$ cat src/rtl/regfile_write_arbiter_pkg.sv
// Shared widths and requester IDs for the register-file write arbiter.
package regfile_write_arbiter_pkg;

  localparam int DATA_WIDTH = 32;
  localparam int ADDR_WIDTH = 5;
  localparam int NUM_REGS   = 32;

  typedef enum logic {
    REQ_WB = 1'b0,
    REQ_MC = 1'b1
  } reqId_e;

endpackage

$ cat src/rtl/regfile_write_arbiter_rr_arbiter2.sv
// Two-way round-robin arbiter; the requester not granted last wins a contention.
module rr_arbiter2
  import regfile_write_arbiter_pkg::*;
(
  input  logic Clk,
  input  logic Rst_n,
  input  logic Req0,
  input  logic Req1,
  output logic Gnt0,
  output logic Gnt1
);

  reqId_e lastGnt;

  always_comb begin
    Gnt0 = Req0 & (~Req1 | (lastGnt == REQ_MC));
    Gnt1 = Req1 & (~Req0 | (lastGnt == REQ_WB));
  end

  // A grant is always a transfer because grants only follow requests.
  always_ff @(posedge Clk or negedge Rst_n) begin
    if (!Rst_n) begin
      lastGnt <= REQ_MC;
    end else if (Gnt0) begin
      lastGnt <= REQ_WB;
    end else if (Gnt1) begin
      lastGnt <= REQ_MC;
    end
  end

endmodule

$ cat src/rtl/regfile_write_arbiter.sv
// Shares the register-file write port between WB and the multicycle unit,
// and keeps the busy scoreboard of destinations reserved for the multicycle unit.
module regfile_write_arbiter #(
  parameter int DATA_WIDTH = regfile_write_arbiter_pkg::DATA_WIDTH,
  parameter int ADDR_WIDTH = regfile_write_arbiter_pkg::ADDR_WIDTH,
  parameter int NUM_REGS   = regfile_write_arbiter_pkg::NUM_REGS
) (
  input  logic                  Clk,
  input  logic                  Rst_n,
  input  logic                  Req0,
  input  logic [ADDR_WIDTH-1:0] Req0Reg,
  input  logic [DATA_WIDTH-1:0] Req0Data,
  output logic                  Gnt0,
  input  logic                  Req1,
  input  logic [ADDR_WIDTH-1:0] Req1Reg,
  input  logic [DATA_WIDTH-1:0] Req1Data,
  output logic                  Gnt1,
  input  logic                  Reserve,
  input  logic [ADDR_WIDTH-1:0] ReserveReg,
  input  logic [ADDR_WIDTH-1:0] CheckReg1,
  input  logic [ADDR_WIDTH-1:0] CheckReg2,
  output logic                  Hazard,
  output logic [NUM_REGS-1:0]   Busy,
  output logic [ADDR_WIDTH-1:0] WriteRegister,
  output logic [DATA_WIDTH-1:0] WriteData,
  output logic                  RegWrite
);

  logic [NUM_REGS-1:0] busyNext;
  logic                regWriteNext;

  rr_arbiter2 uArb (
    .Clk   (Clk),
    .Rst_n (Rst_n),
    .Req0  (Req0),
    .Req1  (Req1),
    .Gnt0  (Gnt0),
    .Gnt1  (Gnt1)
  );

  // Reserve is applied after the clear so a same-cycle set on one register wins.
  always_comb begin
    busyNext = Busy;
    if (Gnt1) begin
      busyNext[Req1Reg] = 1'b0;
    end
    if (Reserve && (ReserveReg != '0)) begin
      busyNext[ReserveReg] = 1'b1;
    end
    busyNext[0] = 1'b0;
  end

  always_comb begin
    regWriteNext = (Gnt0 && (Req0Reg != '0)) || (Gnt1 && (Req1Reg != '0));
    Hazard       = Busy[CheckReg1] | Busy[CheckReg2];
  end

  always_ff @(posedge Clk or negedge Rst_n) begin
    if (!Rst_n) begin
      Busy          <= '0;
      RegWrite      <= 1'b0;
      WriteRegister <= '0;
      WriteData     <= '0;
    end else begin
      Busy     <= busyNext;
      RegWrite <= regWriteNext;
      if (Gnt0) begin
        WriteRegister <= Req0Reg;
        WriteData     <= Req0Data;
      end else if (Gnt1) begin
        WriteRegister <= Req1Reg;
        WriteData     <= Req1Data;
      end
    end
  end

endmodule

$ cat config.mk
export PLATFORM = sky130hd
export DESIGN_NAME = regfile_write_arbiter
export DESIGN_NICKNAME = d
export VERILOG_FILES = /design/src/rtl/regfile_write_arbiter_pkg.sv /design/src/rtl/regfile_write_arbiter_rr_arbiter2.sv /design/src/rtl/regfile_write_arbiter.sv
export SDC_FILE = /design/constraint.sdc
export NUM_CORES = 1
export LEC_CHECK = 0
export ABC_AREA = 1
export BUFFER_PORTS_ARGS = -buffer_cell sky130_fd_sc_hd__buf_2
export CORE_UTILIZATION = 51
export DETAILED_ROUTE_END_ITERATION = 8
export PLACE_DENSITY = 0.85
export SLEW_MARGIN = 25
export SYNTH_ARGS = -nofsm -noshare
export SYNTH_HDL_FRONTEND = slang
export SYNTH_SLANG_ARGS = --single-unit
$ cat constraint.sdc
create_clock -name Clk -period 2.65 [get_ports Clk]
set_clock_uncertainty 0.1 [all_clocks]
set_input_delay 0.53 -clock Clk [delete_from_list [all_inputs] [get_ports Clk]]
set_output_delay 0.53 -clock Clk [all_outputs]
set_load 0.1 [all_outputs]
==> impl_results.md <==
- Outcome: finished clean
- Class of the most critical hold timing path: input pin to async pin
- DP Worst Slack: 0.265 ns
- Final worst setup slack: 0.261 ns
- Total congestion overflow: 0
- Distinct cell type count of the synthesized netlist: 24
- Slew Viols, Final: 0
- Die outline area: 7720 um^2
- Clock-pin transition on the worst setup and hold timing paths: 0.08 ns
- Fraction of the core area covered by cells at the end of the flow: 0.703
- Dominant cell by count in the synthesized netlist: sky130_fd_sc_hd__nand2_1
- Final #Nets: 763
- Port Buffers: 165
- CTS tree: built
- Worst reg2reg endpoint: WriteData[24]
- EDFF count, synth: 0
- Cell type with the highest occurrence count on the critical path: sky130_fd_sc_hd__nand2_1
- Fraction of layout cells with a size suffix above 1: 0.335
- Arrival time worst endpoint: 1.76 ns
- Most used flip-flop cell after synthesis: sky130_fd_sc_hd__dfrtp_1
- Overall die height: 87.8 um
- Largest fanout on the critical path: 15
- Via-per-instance ratio: 5.67
- Max Clk Rate: 419 MHz
- Sequential area share after synthesis: 0.466
- Largest net degree at the start of global routing: 44
- Synth Area per Inst: 7.38 um^2
- Startpoint class of the critical path: input pin
- Yosys reg bits: 70
- Initial antenna violation count: 1
- Area grow syn2layout: 29.9%
- Cell type contributing the most total cell area after synthesis: sky130_fd_sc_hd__dfrtp_1
- Crit Reg-Reg Startpoint: uArb.lastGnt
- Post-CTS setup-driven buffer insertion count: 0
- Final routed wirelength across all metal layers: 12800 um
- Synthesized instance count: 509
- Post-route DRC: 0
- Vias in the first global route: 4053
- Power per Cell Area: 962 nW/um^2
- Least-Margin Pin Slew: 0.653 ns
- Horizontal die dimension: 87.8 um
- Maximum ir drop on the vdd rail: 0.000570 V
- CP Data Required Time: 2.02 ns
- Core region area: 6940 um^2
- Worst reg2reg setup slack: 0.86 ns
- Number of instances resized during post-cts repair: 0
- Total power: 4.70 mW
- Final HPWL from detailed placement: 9550 um
- Setup repair after global routing missed its margin: no
- Worst-case clock buffer depth: 2
- Fin crit share: 0.901
- TritonCTS sink count: 70
- Critical path capture point type: output port
- Final sum of negative setup slack: 0 ns
- Top cell types by occurrence after synthesis: sky130_fd_sc_hd__nand2_1, sky130_fd_sc_hd__nand3_1, sky130_fd_sc_hd__dfrtp_1
- Length of the first detailed-routing pass in iterations: 6
- Netlist area before placement: 3760 um^2
- Post-DP Area: 4710 um^2
- Clock network latency to the later pin of the worst-skew pair: 0.34 ns
- Dominant cells by area after synthesis: sky130_fd_sc_hd__dfrtp_1, sky130_fd_sc_hd__nand2_1, sky130_fd_sc_hd__nand3_1, sky130_fd_sc_hd__o21ai_0, sky130_fd_sc_hd__a21oi_1
- Number of buffers inserted during clock tree synthesis: 9
- Largest stage delay, worst path: 0.33 ns
- Max-cap violation count: 0
- Post-Syn Nets: 603
- Normalized max-slew margin: 0.564
- Global placement routability congestion: 0.909
- CP max stage cell: sky130_fd_sc_hd__inv_1
- Final Setup Violations: 0
- Count of cells along the worst register-to-register path: 6
- Post-CTS Hold Fix Bufs: 0
- Site Rows: 30
- Minimum clock period: 2.39 ns
- GRT Util Overall: 0.342
- Post-synthesis async set-or-reset flop share: 1.00
- Final number of hold-violating endpoints: 0
- Depth of the CTS H-tree: 3
- Number of routed nets with antenna violations: 0
- Synth warn: 0
- List of cells traversed by the critical path: buf_2 -> inv_1 -> nand2_1 -> nand3_1 -> nand3_1 -> nand2_1 -> nand2_1 -> nand3_1 -> nand2_1 -> nand2_1 -> buf_12
- Final design instance area without fill: 4880 um^2
- Kind of critical path: input pin to output port
- Fraction of synthesized cell area taken by the top area cell type: 0.459
- # IOs: 167
- Post-DR wirelength/cell: 16.6 um
- Starting Density: 0.541
- Number of DRC markers after the initial detailed-route iteration: 408
- First-pass GRT wire length: 19800 um
- Leakage: 2.44 nW
- Root buffer cell: sky130_fd_sc_hd__clkbuf_8
- Vias post-DR: 4373
==> kinds of logic after synthesis <==
logic type | count (synthesis) | synth area share
AND/OR/NAND/NOR | 235 | 0.261
AO/OA/AOI/OAI | 134 | 0.191
flip-flops | 70 | 0.466
buffers and inverters | 69 | 0.0809
other | 1 | 0.000998
==> routing by layer <==
layer	vias up	track usage	share of wire
li1	2017	-	-
met1	2048	0.434	0.38
met2	263	0.549	0.49
met3	45	0.0895	0.094
met4	0	0.159	0.036
met5	-	0	0
==> power breakdown <==
group | internal [mW] | switching [mW] | total [mW]
Sequential | 1.29 | 0.231 | 1.52
Clock | 0.360 | 0.407 | 0.767
Combinational | 0.388 | 2.02 | 2.41
==> worst max-delay path, delay by kind of cell <==
kind	cells	cell delay, ns
buffers and inverters	3	0.61
AND/OR/NAND/NOR	8	0.60
==> worst max-delay path by stage <==
stage	cells after the start	to	startpoint	slack [ns]
final	11	Hazard	CheckReg2[0]	0.26
after global routing	11	Hazard	CheckReg2[0]	0.11
after CTS	11	Hazard	CheckReg2[0]	0.26
after detailed placement	11	Hazard	CheckReg2[0]	0.26
after global placement	11	Hazard	CheckReg2[0]	0.28
after floorplan	6	Hazard	Busy[1]	0.003
==> state kept, by name, summed over array words and instances, names as in the netlist <==
register,cells
WriteRegister,5
uArb.lastGnt,1
RegWrite,1
WriteData,32
Busy,31
==> placed cells by master (no fill, tap or decap) <==
cell / synthesis / layout
sky130_fd_sc_hd__buf_2: 9 / 163
sky130_fd_sc_hd__nand2_1: 117 / 117
sky130_fd_sc_hd__nand3_1: 73 / 73
sky130_fd_sc_hd__o21ai_0: 60 / 60
sky130_fd_sc_hd__inv_1: 42 / 42
sky130_fd_sc_hd__nor2_1: 41 / 41
sky130_fd_sc_hd__dfrtp_1: 69 / 39
sky130_fd_sc_hd__a21oi_1: 32 / 32
sky130_fd_sc_hd__dfrtp_2: 0 / 30
sky130_fd_sc_hd__o21ai_1: 30 / 30
sky130_fd_sc_hd__clkbuf_8: 0 / 10
sky130_fd_sc_hd__o211ai_1: 6 / 6
sky130_fd_sc_hd__buf_4: 3 / 6
sky130_fd_sc_hd__inv_2: 4 / 4
sky130_fd_sc_hd__clkinv_2: 0 / 3
sky130_fd_sc_hd__clkinvlp_4: 0 / 3
sky130_fd_sc_hd__buf_12: 0 / 3
sky130_fd_sc_hd__nor3_1: 2 / 2
sky130_fd_sc_hd__o22ai_1: 2 / 2
sky130_fd_sc_hd__diode_2: 0 / 1
sky130_fd_sc_hd__o21ai_4: 1 / 1
sky130_fd_sc_hd__a21oi_4: 1 / 1
sky130_fd_sc_hd__nand4_1: 1 / 1
sky130_fd_sc_hd__o31ai_1: 1 / 1
sky130_fd_sc_hd__o41ai_1: 1 / 1
sky130_fd_sc_hd__or2_2: 1 / 1
sky130_fd_sc_hd__conb_1: 1 / 1
sky130_fd_sc_hd__dfstp_2: 1 / 1
==> cell type report <==
cell class	count	area (um^2)
Inverter	46	173
Clock buffer	10	138
Fill cell	585	2060
Antenna cell	1	2.50
Timing Repair Buffer	172	921
Sequential cell	70	1790
Multi-Input combinational cell	370	1700
Clock inverter	6	37.5
Tap cell	96	120
==> stage by stage <==
step                hold slack [ns]  cells
floorplan                     0.134    509
global route                  0.130    771
finish                        0.104    771
CTS                           0.130    770
global placement              0.366    754
detailed placement            0.367    754
Note: power is estimated with default switching activity, not from simulation.
